## src/rtl/mem_lsu_if.sv

```systemverilog
// Bus bundle for the MEM-stage load/store unit: pipeline request side,
// stall/writeback outputs and the word-organised data-memory port.
interface mem_lsu_if #(
  parameter int DATA_W = 32,
  parameter int DM_AW  = 10
);
  logic              req_valid;
  logic              req_write;
  logic [1:0]        req_size;
  logic              req_signed;
  logic [31:0]       req_addr;
  logic [DATA_W-1:0] req_wdata;
  logic [4:0]        req_rd;

  logic              stall;

  logic              DM_read;
  logic              DM_write;
  logic [DM_AW-1:0]  DM_addr;
  logic [DATA_W-1:0] DM_in;
  logic [DATA_W-1:0] DM_out;

  logic              wb_valid;
  logic [4:0]        wb_rd;
  logic [DATA_W-1:0] wb_data;
  logic              misalign;

  modport slave (
    input  req_valid, req_write, req_size, req_signed, req_addr, req_wdata, req_rd,
    input  DM_out,
    output stall, DM_read, DM_write, DM_addr, DM_in,
    output wb_valid, wb_rd, wb_data, misalign
  );

  modport master (
    output req_valid, req_write, req_size, req_signed, req_addr, req_wdata, req_rd,
    output DM_out,
    input  stall, DM_read, DM_write, DM_addr, DM_in,
    input  wb_valid, wb_rd, wb_data, misalign
  );
endinterface

```

## src/rtl/mem_lsu.sv

```systemverilog
// MEM-stage load/store unit: sized byte-addressed requests to word DM accesses,
// sub-word stores as a 2-cycle read-modify-write, registered extended load data.
module mem_lsu #(
  parameter int DATA_W = 32,
  parameter int DM_AW  = 10
) (
  input  logic     clk,
  input  logic     rst,
  mem_lsu_if.slave bus
);

  typedef enum logic {IDLE, RMW_WR} state_t;

  state_t            state_q, state_d;
  logic              wb_valid_q, wb_valid_d;
  logic [4:0]        wb_rd_q, wb_rd_d;
  logic [DATA_W-1:0] wb_data_q, wb_data_d;
  logic              misalign_q, misalign_d;
  logic [DM_AW-1:0]  rmw_addr_q, rmw_addr_d;
  logic [DATA_W-1:0] rmw_data_q, rmw_data_d;

  logic              stall;
  logic              dm_read;
  logic              dm_write;
  logic [DM_AW-1:0]  dm_addr;
  logic [DATA_W-1:0] dm_in;

  logic [DM_AW-1:0]  word_addr;
  logic              aligned;
  logic [7:0]        byte_val;
  logic [15:0]       half_val;
  logic [DATA_W-1:0] load_val;
  logic [DATA_W-1:0] merged;
  logic              unused_addr_bits;

  assign word_addr        = bus.req_addr[DM_AW+1:2];
  assign unused_addr_bits = ^bus.req_addr[31:DM_AW+2];

  always_comb begin
    aligned = 1'b0;
    case (bus.req_size)
      2'b00:   aligned = 1'b1;
      2'b01:   aligned = ~bus.req_addr[0];
      2'b10:   aligned = (bus.req_addr[1:0] == 2'b00);
      default: aligned = 1'b0;
    endcase
  end

  // Lane extraction for loads and lane replacement for sub-word stores share the DM read data.
  always_comb begin
    byte_val = bus.DM_out[{bus.req_addr[1:0], 3'b000} +: 8];
    half_val = bus.DM_out[{bus.req_addr[1], 4'b0000} +: 16];
    load_val = bus.DM_out;
    if (bus.req_size == 2'b00) begin
      load_val = {{(DATA_W-8){byte_val[7] & bus.req_signed}}, byte_val};
    end else if (bus.req_size == 2'b01) begin
      load_val = {{(DATA_W-16){half_val[15] & bus.req_signed}}, half_val};
    end
    merged = bus.DM_out;
    if (bus.req_size == 2'b00) begin
      merged[{bus.req_addr[1:0], 3'b000} +: 8] = bus.req_wdata[7:0];
    end else begin
      merged[{bus.req_addr[1], 4'b0000} +: 16] = bus.req_wdata[15:0];
    end
  end

  always_comb begin
    state_d    = state_q;
    wb_valid_d = 1'b0;
    wb_rd_d    = '0;
    wb_data_d  = '0;
    misalign_d = 1'b0;
    rmw_addr_d = rmw_addr_q;
    rmw_data_d = rmw_data_q;
    stall      = 1'b0;
    dm_read    = 1'b0;
    dm_write   = 1'b0;
    dm_addr    = '0;
    dm_in      = '0;
    if (!rst) begin
      case (state_q)
        IDLE: begin
          if (bus.req_valid) begin
            if (!aligned) begin
              misalign_d = 1'b1;
            end else if (!bus.req_write) begin
              dm_read    = 1'b1;
              dm_addr    = word_addr;
              wb_valid_d = 1'b1;
              wb_rd_d    = bus.req_rd;
              wb_data_d  = load_val;
            end else if (bus.req_size == 2'b10) begin
              dm_write = 1'b1;
              dm_addr  = word_addr;
              dm_in    = bus.req_wdata;
            end else begin
              dm_read    = 1'b1;
              dm_addr    = word_addr;
              stall      = 1'b1;
              rmw_addr_d = word_addr;
              rmw_data_d = merged;
              state_d    = RMW_WR;
            end
          end
        end
        RMW_WR: begin
          // The upstream store is still presented here and must not be re-executed.
          dm_write = 1'b1;
          dm_addr  = rmw_addr_q;
          dm_in    = rmw_data_q;
          state_d  = IDLE;
        end
        default: state_d = IDLE;
      endcase
    end
  end

  always_ff @(posedge clk) begin
    if (rst) begin
      state_q    <= IDLE;
      wb_valid_q <= 1'b0;
      wb_rd_q    <= '0;
      wb_data_q  <= '0;
      misalign_q <= 1'b0;
      rmw_addr_q <= '0;
      rmw_data_q <= '0;
    end else begin
      state_q    <= state_d;
      wb_valid_q <= wb_valid_d;
      wb_rd_q    <= wb_rd_d;
      wb_data_q  <= wb_data_d;
      misalign_q <= misalign_d;
      rmw_addr_q <= rmw_addr_d;
      rmw_data_q <= rmw_data_d;
    end
  end

  assign bus.stall    = stall;
  assign bus.DM_read  = dm_read;
  assign bus.DM_write = dm_write;
  assign bus.DM_addr  = dm_addr;
  assign bus.DM_in    = dm_in;
  assign bus.wb_valid = wb_valid_q;
  assign bus.wb_rd    = wb_rd_q;
  assign bus.wb_data  = wb_data_q;
  assign bus.misalign = misalign_q;

endmodule

```

## src/flat_wrapper.sv

```systemverilog
// flat-port wrapper written by rule: the top's interface ports become plain ports
module mem_lsu_flat 
#(
  parameter int DATA_W = 32,
  parameter int DM_AW  = 10
)
  (clk, rst, bus_req_valid, bus_req_write, bus_req_size, bus_req_signed, bus_req_addr, bus_req_wdata, bus_req_rd, bus_DM_out, bus_stall, bus_DM_read, bus_DM_write, bus_DM_addr, bus_DM_in, bus_wb_valid, bus_wb_rd, bus_wb_data, bus_misalign);
  mem_lsu_if #(.DATA_W(DATA_W), .DM_AW(DM_AW)) bus_i ();
  input  logic clk;
  input  logic rst;
  input wire logic [$bits(bus_i.req_valid)-1:0] bus_req_valid;
  input wire logic [$bits(bus_i.req_write)-1:0] bus_req_write;
  input wire logic [$bits(bus_i.req_size)-1:0] bus_req_size;
  input wire logic [$bits(bus_i.req_signed)-1:0] bus_req_signed;
  input wire logic [$bits(bus_i.req_addr)-1:0] bus_req_addr;
  input wire logic [$bits(bus_i.req_wdata)-1:0] bus_req_wdata;
  input wire logic [$bits(bus_i.req_rd)-1:0] bus_req_rd;
  input wire logic [$bits(bus_i.DM_out)-1:0] bus_DM_out;
  output wire logic [$bits(bus_i.stall)-1:0] bus_stall;
  output wire logic [$bits(bus_i.DM_read)-1:0] bus_DM_read;
  output wire logic [$bits(bus_i.DM_write)-1:0] bus_DM_write;
  output wire logic [$bits(bus_i.DM_addr)-1:0] bus_DM_addr;
  output wire logic [$bits(bus_i.DM_in)-1:0] bus_DM_in;
  output wire logic [$bits(bus_i.wb_valid)-1:0] bus_wb_valid;
  output wire logic [$bits(bus_i.wb_rd)-1:0] bus_wb_rd;
  output wire logic [$bits(bus_i.wb_data)-1:0] bus_wb_data;
  output wire logic [$bits(bus_i.misalign)-1:0] bus_misalign;
  assign bus_i.req_valid = bus_req_valid;
  assign bus_i.req_write = bus_req_write;
  assign bus_i.req_size = bus_req_size;
  assign bus_i.req_signed = bus_req_signed;
  assign bus_i.req_addr = bus_req_addr;
  assign bus_i.req_wdata = bus_req_wdata;
  assign bus_i.req_rd = bus_req_rd;
  assign bus_i.DM_out = bus_DM_out;
  assign bus_stall = bus_i.stall;
  assign bus_DM_read = bus_i.DM_read;
  assign bus_DM_write = bus_i.DM_write;
  assign bus_DM_addr = bus_i.DM_addr;
  assign bus_DM_in = bus_i.DM_in;
  assign bus_wb_valid = bus_i.wb_valid;
  assign bus_wb_rd = bus_i.wb_rd;
  assign bus_wb_data = bus_i.wb_data;
  assign bus_misalign = bus_i.misalign;
  mem_lsu #(.DATA_W(DATA_W), .DM_AW(DM_AW)) u_core (.clk(clk), .rst(rst), .bus(bus_i));
endmodule
```

## config.mk

```make
export PLATFORM = sky130hd
export DESIGN_NAME = mem_lsu_flat
export DESIGN_NICKNAME = d
export VERILOG_FILES = /design/src/rtl/mem_lsu_if.sv /design/src/rtl/mem_lsu.sv /design/src/flat_wrapper.sv
export SDC_FILE = /design/constraint.sdc
export NUM_CORES = 1
export LEC_CHECK = 0
export BUFFER_PORTS_ARGS = -buffer_cell sky130_fd_sc_hd__buf_2
export CAP_MARGIN = 25
export CORE_MARGIN = 3
export CORE_UTILIZATION = 44
export DETAILED_ROUTE_END_ITERATION = 8
export PLACE_DENSITY = 0.77
export SLEW_MARGIN = 20
export SYNTH_ARGS = -nofsm -noshare
export SYNTH_HDL_FRONTEND = slang
export SYNTH_SLANG_ARGS = --single-unit
export TNS_END_PERCENT = 100
```

## constraint.sdc

```tcl
create_clock -name clk -period 4.9 [get_ports clk]
set_clock_uncertainty 0.15 [all_clocks]
set_input_delay 1.47 -clock clk [delete_from_list [all_inputs] [get_ports clk]]
set_output_delay 1.47 -clock clk [all_outputs]
set_load 0.02 [all_outputs]
```

==> results.json, run 1 <==
{
  "synth.ff_latch_count": 82,
  "fin_hold_ws_ns": 0.335,
  "synth_area_per_cell_sq_um": 8.75,
  "syn_nets": 663,
  "grt_pass1_wl_um": 26000,
  "maxCapViolations": 0,
  "worstPathMaxFanout": 11,
  "critPathKind": "in2out",
  "grtUsageTotal_pct": 25.9,
  "cts_buffer_depth": 2,
  "synth_xor_area_share_pct": 0,
  "cts.repair.resized": 0,
  "synth.top_cell.area_share_pct": 34.1,
  "viasPerCell": 6.27,
  "h-tree-depth": 3,
  "reg2reg_depth": 4,
  "synth_edf_count": 0,
  "synthSimpleGateAreaFrac_pct": 19.0,
  "rsz0062_at_grt": "false",
  "critPathLaunchType": "input pin",
  "hold_class": "reg2reg",
  "finalSetupViolations": 0,
  "p_leak_uw": 0.00252,
  "grt_max_degree": 73,
  "layout_commonest_cell": "buf_2",
  "grt_pass1_vias": 4836,
  "ys_seq_area_share_pct": 34.1,
  "layout_common_cells": "buf_2, dfxtp_1, mux2i_1, nand3_1, nor3_1",
  "worstPathArrival_ns": 2.90,
  "final_area_sq_um": 5940,
  "hold_path_depth": 2,
  "tightest_slew_ns": 1.01,
  "drtIter0Drc": 613,
  "slew_violations": 0,
  "wire_per_inst_um": 19.9,
  "gp_congestion": 0.926,
  "synth_area_leaders": "dfxtp_1, mux2i_1, a211oi_1",
  "synthMuxAreaShare_pct": 12.5,
  "antenna_found_initial": 0,
  "io_pins": 192,
  "crit_end": "bus_DM_addr[1]",
  "rows": 37,
  "ff2ff_setup_slack_ns": 2.72,
  "fp.coreArea_sq_um": 10500,
  "postPlaceCellArea_sq_um": 5720,
  "route.detailed.drc": 0,
  "reg2reg_from": "u_core.state_q",
  "post_cts_buffers": 0,
  "fp.dieH_um": 111,
  "synth_top_family_by_area": "compound AO/OA/AOI/OAI gates",
  "slew_headroom_pct": 32.1,
  "dp.final_hpwl_um": 12000,
  "clockRootBuffer": "clkbuf_8",
  "ir_drop_mv": 0.126,
  "layout-drive-gt1-share_pct": 32.5,
  "synth_compound_area_share_pct": 26.8,
  "cp.required_ns": 3.28,
  "clk_pin_slew_ns": 0.08,
  "hold_viol_final": 0,
  "power.density_nw_per_um2": 251,
  "fmax_mhz": 221,
  "syn_to_final_growth_pct": 23.3,
  "cpMostUsedCell": "buf_2",
  "routed-via-count": 5195,
  "cts_hold_buf": 0,
  "min_period_over_period_pct": 92.3,
  "async_reset_ff_share_pct": 0,
  "worstReg2RegEnd": "u_core.bus.wb_data[0]",
  "die_x_um": 111,
  "endpoint_kind": "output port",
  "drt-total-wl_um": 16500,
  "cts_tree": "yes",
  "cpMaxStageDelayCell": "a211oi_1",
  "yosysTopAreaCell": "dfxtp_1",
  "cts.sinks": 82,
  "yosys_warnings": 0,
  "fin_crit_ns": 4.52,
  "finalNetCount": 800,
  "worstSkewPairLatency_ns": 0.36,
  "outcome": "finished clean",
  "crit_chain": "buf_2 > clkinv_2 > ha_1 > nand2b_1 > a211oi_1 > buf_4 > a22o_1 > buf_2",
  "die_area_sq_um": 12200,
  "numPortBuffers": 171,
  "cp-startpoint": "bus_req_addr[1]",
  "globalRouteOverflowTotal": 0,
  "synth_ff_type": "dfxtp_1",
  "ys_types": 46,
  "ant_nets": 0,
  "cts_made_buffers": 9,
  "start_util_pct": 46.0,
  "n_antenna_cell": 0,
  "synthAdderAreaFrac_pct": 1.30,
  "synth_area_sq_um": 4810,
  "syn_inst": 550,
  "slowest_delay_ns": 0.27,
  "first_pass_iters": 5
}
worst max-delay path, delay by kind of cell:
| family | cells | cell delay, ns |
|---|---|---|
| AOI/OAI and AO/OA | 2 | 0.43 |
| adders and majority gates | 1 | 0.25 |
| buffers and inverters | 4 | 0.63 |
| and+or+nand+nor | 1 | 0.11 |
cell families after synthesis:
group / Yosys count
AO/OA/AOI/OAI: 182
adder cells (fa/ha/maj): 5
AND/OR/NAND/NOR: 159
flip-flops: 82
buffers and inverters: 72
multiplexers: 50
cells in the mapped netlist (8+ instances only):
library cell	n
a221oi_1	16
nor3_1	32
a211oi_1	25
and2_1	14
a22oi_1	8
nor2b_1	10
a311oi_1	16
dfxtp_1	82
mux4_2	8
and4b_1	17
a21oi_1	27
inv_1	8
o21ai_0	26
mux2i_1	40
nand3_1	35
o32ai_1	16
nand2_1	25
clkbuf_1	42
nor2_1	11
a22o_1	10
a31oi_1	25
buf_2	12
power breakdown:
part | internal (uW) | switching (uW) | leakage (uW)
Combinational | 113 | 183 | 0.00176
Clock | 239 | 260 | 0.000100
Sequential | 685 | 9.73 | 0.000665
how the worst min path moves through the flow:
stage	startpoint	end	slack (ns)
global route	u_core.rmw_addr_q[3]	u_core.rmw_addr_q[3]	0.36
CTS	u_core.rmw_addr_q[5]	u_core.rmw_addr_q[5]	0.33
floorplan	u_core.rmw_addr_q[0]	u_core.rmw_addr_q[0]	0.30
detailed placement	u_core.rmw_addr_q[6]	u_core.rmw_addr_q[6]	0.32
global placement	u_core.rmw_addr_q[9]	u_core.rmw_addr_q[9]	0.31
finish	u_core.rmw_addr_q[5]	u_core.rmw_addr_q[5]	0.33
state kept, by name (all words and copies together), names as in the netlist:
name	cells
u_core.bus.misalign	1
u_core.rmw_data_q	32
u_core.bus.wb_data	32
u_core.bus.wb_rd	5
u_core.rmw_addr_q	10
u_core.bus.wb_valid	1
u_core.state_q	1
metal layers:
layer	wire (um)	global-route usage, %	share of wire [%]
met5	0	0	0
met4	548	10.3	3.3
met3	1420	5.59	8.6
met2	7850	41.9	48
met1	6690	33.6	41
stage by stage:
| step | util [%] | worst slack, ns | TNS [ns] | instances | power, uW |
|---|---|---|---|---|---|
| after floorplan | - | -0.0127 | -0.369 | 550 | 882 |
| after global placement | 54.6 | 0.441 | 0 | 809 | 991 |
| after detailed placement | 54.6 | 0.377 | 0 | 810 | 997 |
| after CTS | 56.5 | 0.370 | 0 | 826 | 1490 |
| after global routing | 56.7 | 0.243 | 0 | 828 | 1550 |
| final | 56.7 | 0.376 | 0 | 828 | 1490 |
layout make-up:
cell class                      count  area (sq um)
Tap cell                          136           170
Timing Repair Buffer              189           998
Sequential cell                    82          1640
Clock buffer                        9           124
Clock inverter                      7          73.8
Fill cell                         983          4530
Multi-Input combinational cell    396          2890
Inverter                            9          35.0
Note: power is estimated with default switching activity, not from simulation.
==> inputs of run 2 (changes only) <==
Settings changed: CELL_PAD_IN_SITES_DETAIL_PLACEMENT from default to 0, CELL_PAD_IN_SITES_GLOBAL_PLACEMENT from default to 1, CORE_UTILIZATION 44 to 32, PLACE_DENSITY 0.77 to default, PLACE_DENSITY_LB_ADDON from default to 0.1, SLEW_MARGIN 20 to default.
==> run 2 against run 1 <==
  * Clock power increased by 29%
  * Count of clock-buffer cells in the layout unchanged
  * Critical path depth unchanged
  * Largest power group unchanged
  * Non-clock buffer count increased by 4
  * Global-route usage decreased by 4.3 points
==> results.json, run 2 (same netlist as run 1, synthesis figures left out) <==
{
  "post_cts_buffers": 0,
  "ant_nets": 0,
  "routed-via-count": 5154,
  "fin_crit_ns": 4.52,
  "clockRootBuffer": "clkbuf_16",
  "power.density_nw_per_um2": 268,
  "grt_pass1_wl_um": 27900,
  "drt-total-wl_um": 18200,
  "viasPerCell": 5.85,
  "gp_congestion": 0.854,
  "layout-drive-gt1-share_pct": 32.9,
  "numPortBuffers": 171,
  "finalSetupViolations": 0,
  "first_pass_iters": 5,
  "cts.repair.resized": 0,
  "tightest_slew_ns": 0.953,
  "fp.dieH_um": 129,
  "grt_max_degree": 56,
  "globalRouteOverflowTotal": 0,
  "start_util_pct": 32.9,
  "syn_to_final_growth_pct": 27.2,
  "p_leak_uw": 0.00258,
  "ir_drop_mv": 0.142,
  "fmax_mhz": 221,
  "n_fill_cell": 1546,
  "min_period_over_period_pct": 92.3,
  "worstPathMaxFanout": 11,
  "grtUsageTotal_pct": 21.6,
  "fp.coreArea_sq_um": 14600,
  "power.total_uw": 1640,
  "cts_buffer_depth": 2,
  "cp.required_ns": 3.28,
  "critPathKind": "in2out",
  "hold_viol_final": 0,
  "critPathLaunchType": "input pin",
  "antenna_found_initial": 1,
  "h-tree-depth": 3,
  "wire_per_inst_um": 20.7,
  "endpoint_kind": "output port",
  "outcome": "finished clean",
  "worstSkewPairLatency_ns": 0.35,
  "finalNetCount": 804,
  "layout_common_cells": "buf_2, dfxtp_1, mux2i_1, nand3_1, nor3_1",
  "rsz0062_at_grt": "false",
  "rows": 44,
  "worstPathArrival_ns": 2.90,
  "die_x_um": 129,
  "hold_class": "reg2reg",
  "route.detailed.drc": 0,
  "die_area_sq_um": 16500,
  "cts_tree": "yes",
  "cts_hold_buf": 0,
  "layout_commonest_cell": "buf_2",
  "cts.sinks": 82,
  "fin_hold_ws_ns": 0.335,
  "drtIter0Drc": 374,
  "slew_violations": 0,
  "io_pins": 192,
  "cts_made_buffers": 9,
  "clk_pin_slew_ns": 0.06,
  "dp.final_hpwl_um": 13200,
  "grt_pass1_vias": 4934,
  "slew_headroom_pct": 36.1,
  "maxCapViolations": 0
}
## run 2: worst paths after layout
path / startpoint / endpoint / slack (ns) / cells after the start
worst max register to register: u_core.state_q / u_core.bus.wb_data[0] / 2.64 / 4
worst min register to register: u_core.rmw_addr_q[3] / u_core.rmw_addr_q[3] / 0.34 / 2
worst min-delay path: u_core.rmw_addr_q[3] / u_core.rmw_addr_q[3] / 0.34 / 2
worst max-delay path: bus_req_addr[1] / bus_DM_addr[9] / 0.38 / 8
## run 2: worst max-delay path, cell delays in order
cell,delay (ns)
buf_2,0.13
clkinv_2,0.15
ha_1,0.26
nand2b_1,0.12
a211oi_1,0.24
buf_4,0.22
a22o_1,0.15
buf_2,0.16
## run 2: area by class of cell
type | instances | area (sq um) | share of cell area (%)
timing repair buffer | 193 | 1040 | 17.0
clock inverter | 7 | 55.1 | 0.899
multi-input combinational | 396 | 2890 | 47.2
sequential | 82 | 1640 | 26.8
antenna | 1 | 2.50 | 0.0409
tap | 184 | 230 | 3.76
inverter | 9 | 35.0 | 0.572
clock buffer | 9 | 225 | 3.68
## run 2: per-layer routing
metal	routed length (um)	GRT usage, %	vias up
li1	-	-	2436
met1	8260	29.4	2485
met2	8380	34.3	199
met3	1190	4.94	32
met4	410	6.49	2
met5	7	0	-
## run 2: power breakdown
part	internal (uW)	switching, uW	total (uW)
clock	347	300	646
sequential	685	10.6	696
combinational	115	185	300
total	1150	495	1640
## run 2: metrics by stage
| step | utilization, % | setup TNS [ns] | instance area, sq um | worst slack [ns] | instances |
|---|---|---|---|---|---|
| finish | 41.8 | 0 | 6120 | 0.377 | 881 |
| global route | 41.8 | 0 | 6120 | 0.258 | 880 |
| CTS | 41.7 | 0 | 6110 | 0.350 | 879 |
| detailed placement | 39.8 | 0 | 5830 | 0.357 | 863 |
| global placement | 39.6 | 0 | 5800 | 0.358 | 861 |
| floorplan | - | -0.369 | 4810 | -0.0127 | 550 |
==> inputs of run 3 (changes only) <==
Settings changed: CORE_ASPECT_RATIO from default to 1.25.
==> run 3 against run 2 <==
  * Power grew 2.4%
  * First-iteration DRC count is 28% higher
  * Critical endpoint is now bus_DM_read
  * Routed wire length is 3.3% higher
  * Register-to-register slack better by 0.18 ns
  * Via count hardly changed
  * Core utilization grew 0.35 points
==> results.json, run 3 (same netlist as run 1, synthesis figures left out) <==
{
  "drt-total-wl_um": 18900,
  "cts.repair.resized": 0,
  "tightest_slew_ns": 1.07,
  "power_switching_uw": 522,
  "setup_ws_ns": 0.394,
  "rows": 49,
  "cp.required_ns": 3.28,
  "cts_tree": "yes",
  "routed-via-count": 5153,
  "fmax_mhz": 222,
  "cts_made_buffers": 9,
  "pwr-share-clk_pct": 40.5,
  "n_fill_cell": 1558,
  "layout_common_cells": "buf_2, dfxtp_1, mux2i_1, nand3_1, nor3_1",
  "clk_pin_slew_ns": 0.07,
  "n_antenna_cell": 0,
  "h-tree-depth": 3,
  "route.detailed.drc": 0,
  "first_pass_iters": 5,
  "dp.final_hpwl_um": 13700,
  "final_area_sq_um": 6130,
  "slew_headroom_pct": 28.3,
  "finalNetCount": 802,
  "final_cell_count_no_fill": 872,
  "ant_nets": 0,
  "outcome": "finished clean",
  "grt_pass1_wl_um": 28400,
  "viasPerCell": 5.91,
  "fp.dieH_um": 143,
  "p_seq_share_pct": 41.3,
  "syn_to_final_growth_pct": 27.3,
  "grt_pass1_vias": 4979,
  "die_x_um": 116,
  "maxCapViolations": 0,
  "p_leak_uw": 0.00259,
  "antenna_found_initial": 0,
  "io_pins": 192,
  "min_period_over_period_pct": 92.0,
  "gp_congestion": 0.839,
  "numPortBuffers": 171,
  "drtIter0Drc": 477,
  "grtUsageTotal_pct": 22.3,
  "placed_cells": 855,
  "comb_power_share_pct": 18.2,
  "hold_viol_final": 0,
  "cts_buffer_depth": 2,
  "clockRootBuffer": "clkbuf_16",
  "ir_drop_mv": 0.137,
  "slew_violations": 0,
  "critPathKind": "in2out",
  "hold_class": "reg2reg",
  "layout-drive-gt1-share_pct": 32.7,
  "power.density_nw_per_um2": 274,
  "worstPathMaxFanout": 11,
  "postPlaceCellArea_sq_um": 5810,
  "post-place-ws_ns": 0.402,
  "p_sw_share_pct": 31.0,
  "grt_max_degree": 73,
  "fin_crit_ns": 4.51,
  "post_cts_buffers": 0,
  "rsz0062_at_grt": "false",
  "worstPathArrival_ns": 2.89,
  "p_int_uw": 1160,
  "globalRouteOverflowTotal": 0,
  "layout_commonest_cell": "buf_2",
  "critPathLaunchType": "input pin",
  "cts_hold_buf": 0,
  "start_util_pct": 33.1,
  "finalSetupViolations": 0,
  "endpoint_kind": "output port",
  "fp.coreArea_sq_um": 14500,
  "worstSkewPairLatency_ns": 0.33,
  "wire_per_inst_um": 21.6,
  "cts.sinks": 82,
  "die_area_sq_um": 16600
}
==> run 3: path summary, 6_finish.rpt <==
path | slack (ns) | start | cells past startpoint | to
worst max register to register | 2.82 | u_core.state_q | 5 | u_core.rmw_data_q[20]
worst min register to register | 0.33 | u_core.rmw_addr_q[2] | 2 | u_core.rmw_addr_q[2]
worst min-delay path | 0.33 | u_core.rmw_addr_q[2] | 2 | u_core.rmw_addr_q[2]
worst max-delay path | 0.39 | bus_req_addr[1] | 8 | bus_DM_read
==> run 3: per-stage QoR <==
| stage | power, uW | TNS (ns) | hold slack, ns | util [%] |
|---|---|---|---|---|
| 3_5_place_dp | 1010 | 0 | 0.321 | 40.0 |
| 6_report | 1680 | 0 | 0.329 | 42.2 |
| 3_3_place_gp | 1010 | 0 | 0.313 | 39.8 |
| 5_1_grt | 1750 | 0 | 0.354 | 42.2 |
| 4_1_cts | 1690 | 0 | 0.330 | 42.0 |
| 2_1_floorplan | 882 | -0.369 | 0.304 | - |
==> run 3: per-layer routing <==
metal,part of all wire [%],track usage (%)
met3,6.3,3.69
met2,49,37.6
met1,41,28.7
met5,0,0
met4,3.1,7.94
==> run 3: power groups by stage <==
stage	registers, uW	logic, uW	clock network [uW]
2_1_floorplan	713	169	0
3_3_place_gp	710	297	0
3_5_place_dp	710	302	0
4_1_cts	695	303	688
5_1_grt	697	332	723
6_report	695	305	681
==> run 3: critical path: stages <==
cell      delay [ns]
buf_2           0.11
clkinv_2        0.15
ha_1            0.24
nand2b_1        0.11
a211oi_1        0.25
buf_4           0.21
nor2b_1         0.16
buf_2           0.18
==> run 3: area by class of cell <==
class / count / area [sq um] / area share, %
Inverter: 9 / 35.0 / 0.572
Timing Repair Buffer: 191 / 1040 / 17.0
Multi-Input combinational cell: 396 / 2890 / 47.2
Tap cell: 178 / 223 / 3.63
Clock inverter: 7 / 67.6 / 1.10
Sequential cell: 82 / 1640 / 26.8
Clock buffer: 9 / 225 / 3.68
